$ cat src/rtl/uart_rx_fifo.sv
// uart_rx_fifo: 8N1 UART receiver with 16x oversampling, start/stop
// validation and a small receive FIFO popped by the register layer.
module uart_rx_fifo #(
   parameter int unsigned CLOCK_SCALE_WIDTH = 16,
   parameter int unsigned FIFO_DEPTH        = 4
) (
   input  logic                         wb_clk_i,
   input  logic                         wb_rst_i,
   input  logic                         enable,
   input  logic [CLOCK_SCALE_WIDTH-1:0] clockScale,
   input  logic                         rx,
   output logic [7:0]                   dataOut,
   output logic                         dataAvailable,
   input  logic                         dataRead,
   output logic                         frameError,
   output logic                         overflow,
   input  logic                         clearErrors,
   output logic                         busy
);

   localparam int unsigned AW = $clog2(FIFO_DEPTH);
   localparam int unsigned PW = AW + 1;

   typedef enum logic [1:0] {
      IDLE,
      START,
      DATA,
      STOP
   } state_t;

   state_t                         state;
   state_t                         next_state;

   logic                           sync1;
   logic                           sync2;
   logic                           rx_s;

   logic [CLOCK_SCALE_WIDTH-1:0]   tick_cnt;
   logic                           tick;
   logic [3:0]                     sample_cnt;
   logic [2:0]                     bit_cnt;
   logic [7:0]                     shift;

   logic                           push;
   logic                           frame_set;

   logic [7:0]                     mem [FIFO_DEPTH];
   logic [PW-1:0]                  wr_ptr;
   logic [PW-1:0]                  rd_ptr;
   logic                           empty;
   logic                           full;
   logic                           pop;
   logic                           do_push;
   logic                           overflow_set;

   // Two-flop synchroniser for the asynchronous rx pin, idles high
   always_ff @(posedge wb_clk_i or posedge wb_rst_i) begin
      if (wb_rst_i) begin
         sync1 <= 1'b1;
         sync2 <= 1'b1;
      end else begin
         sync1 <= rx;
         sync2 <= sync1;
      end
   end

   assign rx_s = sync2;

   // Oversample tick: one pulse every clockScale+1 cycles while a frame is active
   always_comb begin
      tick = enable && (state != IDLE) && (tick_cnt == clockScale);
   end

   // FSM state register
   always_ff @(posedge wb_clk_i or posedge wb_rst_i) begin
      if (wb_rst_i) begin
         state <= IDLE;
      end else begin
         state <= next_state;
      end
   end

   // FSM next state and frame-completion strobes
   always_comb begin
      next_state = state;
      push       = 1'b0;
      frame_set  = 1'b0;
      case (state)
         IDLE: begin
            if (enable && !rx_s) begin
               next_state = START;
            end
         end
         START: begin
            if (tick && (sample_cnt == 4'd7)) begin
               next_state = rx_s ? IDLE : DATA;
            end
         end
         DATA: begin
            if (tick && (sample_cnt == 4'd15) && (bit_cnt == 3'd7)) begin
               next_state = STOP;
            end
         end
         STOP: begin
            if (tick && (sample_cnt == 4'd15)) begin
               push       = rx_s;
               frame_set  = !rx_s;
               next_state = IDLE;
            end
         end
         default: next_state = IDLE;
      endcase
      // Disabling abandons the frame without reporting anything
      if (!enable) begin
         next_state = IDLE;
         push       = 1'b0;
         frame_set  = 1'b0;
      end
   end

   // Tick, sample and bit counters plus the LSB-first shift register
   always_ff @(posedge wb_clk_i or posedge wb_rst_i) begin
      if (wb_rst_i) begin
         tick_cnt   <= '0;
         sample_cnt <= '0;
         bit_cnt    <= '0;
         shift      <= '0;
      end else begin
         if (!enable || (state == IDLE) || (tick_cnt == clockScale)) begin
            tick_cnt <= '0;
         end else begin
            tick_cnt <= tick_cnt + CLOCK_SCALE_WIDTH'(1);
         end

         // The mid-start re-alignment clears the count so later samples land mid-bit
         if ((state == IDLE) || ((state == START) && tick && (sample_cnt == 4'd7))) begin
            sample_cnt <= '0;
         end else if (tick) begin
            sample_cnt <= sample_cnt + 4'd1;
         end

         if (state != DATA) begin
            bit_cnt <= '0;
         end else if (tick && (sample_cnt == 4'd15)) begin
            bit_cnt <= bit_cnt + 3'd1;
            shift   <= {rx_s, shift[7:1]};
         end
      end
   end

   // FIFO status and push/pop qualification
   always_comb begin
      empty        = (wr_ptr == rd_ptr);
      full         = (wr_ptr[AW] != rd_ptr[AW]) && (wr_ptr[AW-1:0] == rd_ptr[AW-1:0]);
      pop          = dataRead && !empty;
      do_push      = push && (!full || pop);
      overflow_set = push && full && !pop;
   end

   // FIFO storage and pointers; the stop-bit cycle writes the completed byte
   always_ff @(posedge wb_clk_i or posedge wb_rst_i) begin
      if (wb_rst_i) begin
         wr_ptr <= '0;
         rd_ptr <= '0;
         for (int unsigned i = 0; i < FIFO_DEPTH; i++) begin
            mem[i] <= '0;
         end
      end else begin
         if (do_push) begin
            mem[wr_ptr[AW-1:0]] <= shift;
            wr_ptr              <= wr_ptr + PW'(1);
         end
         if (pop) begin
            rd_ptr <= rd_ptr + PW'(1);
         end
      end
   end

   // Sticky error flags; a set event in the same cycle beats clearErrors
   always_ff @(posedge wb_clk_i or posedge wb_rst_i) begin
      if (wb_rst_i) begin
         frameError <= 1'b0;
         overflow   <= 1'b0;
      end else begin
         if (frame_set) begin
            frameError <= 1'b1;
         end else if (clearErrors) begin
            frameError <= 1'b0;
         end
         if (overflow_set) begin
            overflow <= 1'b1;
         end else if (clearErrors) begin
            overflow <= 1'b0;
         end
      end
   end

   // Output view of the FIFO head and receiver activity
   always_comb begin
      dataOut       = empty ? 8'h00 : mem[rd_ptr[AW-1:0]];
      dataAvailable = !empty;
      busy          = (state != IDLE);
   end

endmodule

$ cat config.mk
export PLATFORM = sky130hd
export DESIGN_NAME = uart_rx_fifo
export DESIGN_NICKNAME = d
export VERILOG_FILES = /design/src/rtl/uart_rx_fifo.sv
export SDC_FILE = /design/constraint.sdc
export NUM_CORES = 1
export LEC_CHECK = 0
export ABC_CLOCK_PERIOD_IN_PS = 6200
export CORE_ASPECT_RATIO = 0.75
export CORE_UTILIZATION = 35
export CTS_CLUSTER_DIAMETER = 60
export DETAILED_ROUTE_END_ITERATION = 8
export GPL_ROUTABILITY_DRIVEN = 0
export PLACE_DENSITY = 0.51
export SYNTH_ARGS = -nofsm -noshare
export SYNTH_HDL_FRONTEND = slang
export SYNTH_SLANG_ARGS = --single-unit
$ cat constraint.sdc
create_clock -name wb_clk_i -period 6.2 [get_ports wb_clk_i]
set_input_delay 0.93 -clock wb_clk_i [delete_from_list [all_inputs] [get_ports wb_clk_i]]
set_output_delay 0.93 -clock wb_clk_i [all_outputs]
set_load 0.03 [all_outputs]
==> results_dict.tcl, run 1 <==
set metrics [dict create \
    pre_cts_ws_ns 2.50 \
    rsz0062_at_grt "no" \
    synth_edf_count 0 \
    io_pins 34 \
    grt_max_degree 76 \
    path_class "flop to primary output" \
    r2r_setup_slack_ns 3.29 \
    fin_nets 367 \
    p_leak_nw 2.03 \
    finalHoldViolCount 0 \
    numCtsBuffers 9 \
    period_share_pct 56.5 \
    wirelength_um 7380 \
    drc_errors 0 \
    worst_slew_pin_slew_ns 0.965 \
    grt_usage_pct 14.8 \
    ir_worst_vdd_mv 0.113 \
    first_global_vias 2353 \
    wl_per_cell_um 15.5 \
    critPathMaxFanout 11 \
    dieArea_sq_um 11300 \
    finClkSkew_ns 0.00502 \
    via_per_inst 4.91 \
    htree_levels 3 \
    fill_cells 973 \
    synth-seq-cells 75 \
    ys_seq_area_share_pct 49.4 \
    die_h_um 92.3 \
    setup_viol 0 \
    p_comb_share_pct 3.8 \
    core_area_sq_um 10400 \
    die_w_um 122 \
    end_kind "primary output" \
    synth_flop_cell "dfrtp_1" \
    sw_frac_of_total_pct 22.4 \
    fin_crit_ns 3.50 \
    cp-start-kind "flop" \
    clk_latency_ns 0.33 \
    synth_fp_nets 333 \
    max_freq_mhz 285 \
    grt_pass1_wl_um 12400 \
    syn_area_per_cell_sq_um 12.6 \
    outcome "finished clean" \
    core.rowCount 32 \
    ant_nets 0 \
    slew_violations 0 \
    vias 2342 \
    clkPwrFrac_pct 47.0 \
    io_buffers 33 \
    cp.required_ns 5.27 \
    p_int_w 0.000780 \
    hold_class "flop to flop" \
    maxCapViolCount 0 \
    netlist_area_sq_um 3800 \
    cts_resized 0 \
    dp_hpwl_um 5120 \
    setup_tns_ns 0 \
    ys_async_sr_fraction_pct 100 \
    antenna_found_initial 0 \
    drt_iter0_drc 88 \
    antennaDiodeCount 0 \
    slew_headroom_pct 35.7 \
    cts-root-buf "clkbuf_16" \
    cts.clk_slew.worst_paths_ns 0.06 \
    switchingPower_w 0.000225 \
    p_seq_share_pct 49.2 \
    cts_hold_buf 0 \
    ys_types 37 \
    p_per_area_nw_per_um2 222 \
    cts_sinks 75 \
    yosys_warnings 0 \
    drt-pass1-iter-count 4 \
    arrival_ns 2.57 \
    areaGrowthSynthToFinish_pct 18.8 \
    overflow 0 \
    clockBufferDepth 2 \
    synthCells 302 \
    fin_ws_ns 2.70 \
    cts_setup_buffers 0 \
    layout-drive-gt1-share_pct 23.2 \
    start_util_pct 36.5 \
    cts_tree "done" \
]
flip-flops by register name (all words and copies together) (netlist names):
register	cells
overflow	1
rd_ptr	3
sample_cnt	4
frameError	1
tick_cnt	16
bit_cnt	3
rx_s	1
state	2
mem	32
wr_ptr	3
sync1	1
shift	8
layer usage:
layer | share of wire [%] | track usage [%] | vias to the layer above
met1 | 52 | 21.8 | 1170
li1 | - | - | 1140
met4 | 0.98 | 3.66 | 0
met5 | 0 | 0 | -
met2 | 43 | 20.3 | 26
met3 | 3.4 | 5.29 | 6
synthesized netlist by cell type, types with 3 or more instances:
library cell	n	share of area, %
clkbuf_1	4	0.39
buf_2	4	0.53
o21ai_0	6	0.79
nand3_1	11	1.4
dfrtp_1	73	48
a21oi_1	5	0.66
nand3_4	4	1.8
nand2_1	13	1.3
and4_1	3	0.69
mux4_2	8	4.7
mux2_4	16	6.3
nand4_1	5	0.82
mux2_2	26	7.7
nor3_1	3	0.39
xnor2_1	15	3.5
nor4_1	7	1.2
xor2_1	23	5.3
and2_1	9	1.5
ha_1	9	3.0
or3_1	3	0.49
nor2_1	22	2.2
inv_1	10	0.99
kinds of logic after synthesis:
logic type,after synthesis,synth area share [%]
fa+ha+maj,9,2.96
xor+xnor,38,8.75
compound gates,20,3.75
mux,51,19.0
flops,75,49.4
simple gates,88,13.4
buf+inv,21,2.70
path summary, 6_finish.rpt:
check / startpoint / end / cells past startpoint
worst max-delay path: rd_ptr[0] / dataOut[3] / 5
worst min-delay path: sync1 / rx_s / 0
worst max register to register: tick_cnt[4] / shift[7] / 5
worst min register to register: sync1 / rx_s / 0
max in group asynchronous: wb_rst_i / bit_cnt[1] / 3
min in group asynchronous: wb_rst_i / mem[13] / 3
per-stage QoR:
step / power, W / hold WS (ns) / cell area (sq um) / utilization [%] / instances
floorplan: 0.000520 / 0.345 / 3800 / - / 302
global route: 0.00105 / 0.358 / 4520 / 43.4 / 477
global placement: 0.000543 / 0.348 / 4250 / 40.8 / 461
detailed placement: 0.000542 / 0.349 / 4250 / 40.8 / 461
CTS: 0.00102 / 0.358 / 4520 / 43.4 / 477
finish: 0.00100 / 0.357 / 4520 / 43.4 / 477
worst max-delay path: stages (launching register included):
cell	delay, ns
dfrtp_1	0.79
xor2_1	0.24
nor2_1	0.06
nand2_1	0.29
and2_1	0.19
clkdlybuf4s50_1	0.67
layout by cell type (no fill, tap or decap), types with 3 or more instances in the layout:
cell and count:
xor2_1 23, and4_1 3, and2_1 9, clkbuf_16 9, dfrtp_1 73, mux2_2 26, xnor2_1 15, a21oi_1 5
nand3_4 4, nor2_1 22, nand3_1 11, nand2_1 13, o21ai_0 6, nand4_1 5, inv_1 9, ha_1 9
nor3_1 3, nor4_1 7, clkinvlp_4 4, clkdlybuf4s50_1 33, or3_1 3, mux2_4 16, mux4_2 8
power groups by stage:
stage / sequential [W] / combinational, W / clock [W]
2_1_floorplan: 0.000502 / 0.0000176 / 0
3_3_place_gp: 0.000503 / 0.0000398 / 0
3_5_place_dp: 0.000503 / 0.0000396 / 0
4_1_cts: 0.000494 / 0.0000398 / 0.000489
5_1_grt: 0.000494 / 0.0000431 / 0.000510
6_report: 0.000494 / 0.0000384 / 0.000472
layout make-up:
type / count / area (sq um) / share of cell area, %
clock inverters: 6 / 43.8 / 0.969
clock buffers: 10 / 229 / 5.07
well taps: 136 / 170 / 3.77
repair buffers: 34 / 338 / 7.48
multi-input cells: 206 / 1820 / 40.3
inverters: 10 / 37.5 / 0.831
flip-flops and latches: 75 / 1880 / 41.6
Power figures use the tool's default switching activity.
==> run 2: changes to the inputs <==
--- a/config.mk
+++ b/config.mk
@@ -5,13 +5,13 @@
 export SDC_FILE = /design/constraint.sdc
 export NUM_CORES = 1
 export LEC_CHECK = 0
-export ABC_CLOCK_PERIOD_IN_PS = 6200
+export ABC_CLOCK_PERIOD_IN_PS = 3150
 export CORE_ASPECT_RATIO = 0.75
 export CORE_UTILIZATION = 35
 export CTS_CLUSTER_DIAMETER = 60
 export DETAILED_ROUTE_END_ITERATION = 8
 export GPL_ROUTABILITY_DRIVEN = 0
-export PLACE_DENSITY = 0.51
+export PLACE_DENSITY = 0.53
 export SYNTH_ARGS = -nofsm -noshare
 export SYNTH_HDL_FRONTEND = slang
 export SYNTH_SLANG_ARGS = --single-unit
==> constraint.sdc (replaced) <==
create_clock -name wb_clk_i -period 3.15 [get_ports wb_clk_i]
set_input_delay 0.4725 -clock wb_clk_i [delete_from_list [all_inputs] [get_ports wb_clk_i]]
set_output_delay 0.4725 -clock wb_clk_i [all_outputs]
set_load 0.03 [all_outputs]
==> results_dict.tcl, run 2 (same netlist as run 1, synthesis figures left out) <==
set metrics [dict create \
    wirelength_um 7360 \
    m1WireLength_um 3790 \
    first_global_vias 2386 \
    antenna_found_initial 0 \
    worst_slew_pin_slew_ns 0.547 \
    die_h_um 92.3 \
    setup_tns_ns 0 \
    ant_nets 0 \
    clkPwrFrac_pct 46.7 \
    dieArea_sq_um 11300 \
    clk_latency_ns 0.33 \
    fill_cells 984 \
    hold_class "flop to flop" \
    sw_frac_of_total_pct 20.9 \
    overflow 0 \
    cts_sinks 75 \
    cp.required_ns 2.68 \
    dr_wl_met3_um 266 \
    p_seq_share_pct 49.3 \
    placed_area_sq_um 4300 \
    numCtsBuffers 9 \
    cts_resized 0 \
    final_common_cell "dfrtp_1" \
    largest_reg_flops 32 \
    power_w 0.00197 \
    cts.clk_slew.worst_paths_ns 0.06 \
    layout_common_cells "dfrtp_1, clkdlybuf4s50_1, mux2_2" \
    core.rowCount 32 \
    start_util_pct 36.5 \
    period_share_pct 91.5 \
    path_class "flop to primary output" \
    cts_tree "done" \
    fin_nets 372 \
    placed_cells 466 \
    critPathMaxFanout 6 \
    end_kind "primary output" \
    drc_errors 0 \
    drt-pass1-iter-count 4 \
    p_leak_nw 2.06 \
    grt_max_degree 76 \
    maxCapViolCount 0 \
    top_regs "mem: 32 flops, tick_cnt: 16 flops, shift: 8 flops" \
    fin_crit_ns 2.88 \
    p_comb_share_pct 3.9 \
    highest_layer "met4" \
    ir_worst_vdd_mv 0.269 \
    p_per_area_nw_per_um2 432 \
    drt_iter0_drc 109 \
    rsz0062_at_grt "no" \
    htree_levels 3 \
    core_area_sq_um 10400 \
    slew_violations 0 \
    areaGrowthSynthToFinish_pct 20.0 \
    dp_hpwl_um 5110 \
    wl_per_cell_um 15.3 \
    grt_usage_pct 15.0 \
    largest-register "mem" \
    layout-drive-gt1-share_pct 23.4 \
    cts_hold_buf 0 \
    cp-start-kind "flop" \
    clockBufferDepth 2 \
    final-instance-count-excl-fill 482 \
    switchingPower_w 0.000413 \
    finClkSkew_ns 0.00579 \
    finalHoldViolCount 0 \
    fin_area_sq_um 4560 \
    via_per_inst 4.83 \
    hold_ws_ns 0.357 \
    max_freq_mhz 347 \
    cts-root-buf "clkbuf_16" \
    setup_viol 0 \
    p_int_w 0.00156 \
    grt_pass1_wl_um 12600 \
    io_buffers 33 \
    dr_wl_met2_um 3230 \
    antennaDiodeCount 0 \
    cts_setup_buffers 0 \
    vias 2330 \
    arrival_ns 2.41 \
    io_pins 34 \
    die_w_um 122 \
    outcome "finished clean" \
    slew_headroom_pct 63.5 \
]
==> run 2: changes by cell type in the layout (fill, tap and decap cells not counted), sizes merged <==
cell | previous run | this run
clkbuf | 10 | 14
clkinv | 2 | 1
buf | 1 | 6
clkinvlp | 4 | 1
==> run 2: worst max-delay path, cell delays in order (launching register included) <==
cell             delay [ns]
dfrtp_1                0.57
buf_4                  0.25
mux4_2                 0.50
and2_1                 0.17
clkdlybuf4s50_1        0.58
==> run 2: worst paths after layout <==
| path | from | to | slack, ns | cells after the start |
|---|---|---|---|---|
| worst max-delay path | rd_ptr[0] | dataOut[1] | 0.27 | 4 |
| worst min-delay path | sync1 | rx_s | 0.36 | 0 |
| worst max register to register | tick_cnt[4] | sample_cnt[3] | 0.70 | 6 |
| worst min register to register | sync1 | rx_s | 0.36 | 0 |
| max in group asynchronous | wb_rst_i | rx_s | 2.25 | 3 |
| min in group asynchronous | wb_rst_i | mem[24] | 0.55 | 3 |
==> run 2: through the flow <==
step                      utilization [%]  worst slack [ns]
after global placement               41.3             0.330
final                                43.8             0.269
after floorplan                         -             0.771
after global routing                 43.8             0.107
after CTS                            43.8             0.201
after detailed placement             41.3             0.271
==> run 2: final cells by class <==
cell class	count	area, sq um	area share, %
clock inverter	2	12.5	0.274
clock buffer	14	254	5.57
inverter	10	37.5	0.823
timing repair buffer	39	388	8.50
multi-input combinational	206	1820	39.9
tap	136	170	3.73
sequential	75	1880	41.2
==> run 2: routing by layer <==
| metal | track usage, % | up-vias |
|---|---|---|
| met5 | 0 | - |
| met4 | 5.18 | 0 |
| met3 | 4.79 | 6 |
| met2 | 21.4 | 24 |
| met1 | 21.2 | 1154 |
| li1 | - | 1146 |
==> run 2: power groups by stage <==
stage	combinational, W	clock, W	sequential, W
after CTS	0.0000799	0.000957	0.000972
after detailed placement	0.0000797	0	0.000990
final	0.0000776	0.000921	0.000973
after global placement	0.0000795	0	0.000990
after floorplan	0.0000346	0	0.000988
after global routing	0.0000865	0.000993	0.000973
==> run 3: changes to the inputs <==
--- a/config.mk
+++ b/config.mk
@@ -11,7 +11,8 @@
 export CTS_CLUSTER_DIAMETER = 60
 export DETAILED_ROUTE_END_ITERATION = 8
 export GPL_ROUTABILITY_DRIVEN = 0
-export PLACE_DENSITY = 0.53
+export GPL_TIMING_DRIVEN = 0
+export PLACE_DENSITY = 0.55
 export SYNTH_ARGS = -nofsm -noshare
 export SYNTH_HDL_FRONTEND = slang
 export SYNTH_SLANG_ARGS = --single-unit
==> results_dict.tcl, run 3 (same netlist as run 1, synthesis figures left out) <==
set metrics [dict create \
    finClkSkew_ns 0.00897 \
    core.rowCount 32 \
    grt_max_degree 69 \
    overflow 0 \
    finalHoldViolCount 0 \
    grt_usage_pct 15.2 \
    fill_cells 962 \
    dr_wl_met2_um 3390 \
    worst_slew_pin_slew_ns 0.816 \
    numCtsBuffers 9 \
    clkPwrFrac_pct 47.9 \
    top_regs "mem: 32 flops, tick_cnt: 16 flops, shift: 8 flops" \
    ant_nets 0 \
    worst_r2r_endpoint "mem[16]" \
    fin_nets 377 \
    m1WireLength_um 3730 \
    die_w_um 122 \
    hold_ws_ns 0.364 \
    ff2ff_path_depth 7 \
    layout_common_cells "dfrtp_1, clkdlybuf4s50_1, mux2_2" \
    arrival_ns 2.45 \
    antenna_found_initial 0 \
    p_leak_nw 2.10 \
    drc_errors 0 \
    outcome "finished clean" \
    holdPathEnd "rx_s" \
    clockBufferDepth 2 \
    worstHoldPathCells 0 \
    critPathMaxFanout 11 \
    antennaDiodeCount 0 \
    rsz0062_at_grt "no" \
    p_seq_share_pct 48.2 \
    die_h_um 92.3 \
    ir_worst_vdd_mv 0.315 \
    start_util_pct 36.5 \
    core_area_sq_um 10400 \
    layout-drive-gt1-share_pct 24.3 \
    maxCapViolCount 0 \
    drt_iter0_drc 117 \
    io_buffers 33 \
    placed_cells 472 \
    setup_tns_ns 0 \
    wirelength_um 7500 \
    fin_crit_ns 2.92 \
    sw_frac_of_total_pct 20.9 \
    switchingPower_w 0.000423 \
    slew_headroom_pct 45.1 \
    path_class "flop to primary output" \
    dieArea_sq_um 11300 \
    p_int_w 0.00160 \
    largest-register "mem" \
    largest_reg_flops 32 \
    setup_viol 0 \
    end_kind "primary output" \
    areaGrowthSynthToFinish_pct 21.2 \
    io_pins 34 \
    max_freq_mhz 342 \
    worstHoldStart "sync1" \
    clk_latency_ns 0.33 \
    r2r_setup_slack_ns 0.68 \
    seq_area_sq_um 1880 \
    via_per_inst 4.96 \
    cp-start-kind "flop" \
    cts.clk_slew.worst_paths_ns 0.06 \
    dp_hpwl_um 5170 \
    dr_wl_met3_um 306 \
    slew_violations 0 \
    highest_layer "met4" \
    grt_pass1_wl_um 12800 \
    final-instance-count-excl-fill 486 \
    wl_per_cell_um 15.4 \
    cts_tree "done" \
    multi_input_area_sq_um 1820 \
    cts-root-buf "clkbuf_16" \
    p_per_area_nw_per_um2 438 \
    final_common_cell "dfrtp_1" \
    hold_class "flop to flop" \
    first_global_vias 2454 \
    vias 2411 \
    period_share_pct 92.8 \
    r2r_start "tick_cnt[4]" \
    htree_levels 3 \
    p_comb_share_pct 4.0 \
    cp.required_ns 2.68 \
    drt-pass1-iter-count 4 \
    cts_sinks 75 \
]
-- run 3: cell count changes in the layout (fill, tap and decap cells not counted) --
cell	change
buf_16	+1
clkinv_2	+1
buf_4	-4
inv_4	+1
buf_12	-1
clkbuf_8	+2
buf_2	+4
clkinvlp_4	-1
inv_2	-1
buf_6	+2
-- run 3: worst max-delay path: stages, from the launching register on --
cell and delay [ns]:
dfrtp_1 0.35, buf_2 0.28, xor2_1 0.22, nor2_1 0.07, nand2_1 0.31, and2_1 0.20
clkdlybuf4s50_1 0.67
-- run 3: timing repair --
| action | in CTS | in global routing |
|---|---|---|
| buffers inserted | 0 | 0 |
| setup endpoints to repair | 0 | 8 |
| gates resized for setup | 0 | 0 |
| hold buffers | 0 | 0 |
-- run 3: area by class of cell --
cell class / count / area share (%)
tap: 136 / 3.69
buffer: 10 / 1.33
inverter: 10 / 0.868
timing repair buffer: 34 / 7.76
clock inverter: 2 / 0.217
sequential: 75 / 40.8
multi-input combinational: 206 / 39.5
clock buffer: 13 / 5.86
-- run 3: worst max-delay path by stage --
stage	cells past startpoint	from	endpoint	slack, ns
2_1_floorplan	1	wb_rst_i	bit_cnt[0]	0.77
3_3_place_gp	2	wb_rst_i	sample_cnt[3]	-0.57
3_5_place_dp	7	clockScale[13]	shift[5]	0.24
4_1_cts	7	rd_ptr[1]	dataOut[7]	0.001
5_1_grt	6	rd_ptr[1]	dataOut[7]	0.08
6_report	6	rd_ptr[1]	dataOut[7]	0.23
-- run 3: power groups by stage --
stage	sequential [W]	clock, W	combinational (W)
floorplan	0.000988	0	0.0000346
global placement	0.000990	0	0.0000770
detailed placement	0.000990	0	0.0000818
CTS	0.000973	0.000994	0.0000828
global route	0.000972	0.00103	0.0000897
finish	0.000973	0.000967	0.0000803
-- run 3: per-layer routing --
layer | up-vias | GRT usage, %
li1 | 1157 | -
met4 | 0 | 3.66
met3 | 7 | 5.35
met2 | 31 | 22.0
met1 | 1216 | 21.6
met5 | - | 0
-- run 3: stage by stage --
step / setup slack, ns / utilization [%] / instance area [sq um] / power, W
3_3_place_gp: -0.575 / 41.3 / 4300 / 0.00107
6_report: 0.228 / 44.3 / 4610 / 0.00202
5_1_grt: 0.0808 / 44.3 / 4610 / 0.00210
4_1_cts: 0.00120 / 44.3 / 4610 / 0.00205
3_5_place_dp: 0.236 / 41.6 / 4330 / 0.00107
2_1_floorplan: 0.771 / - / 3800 / 0.00102
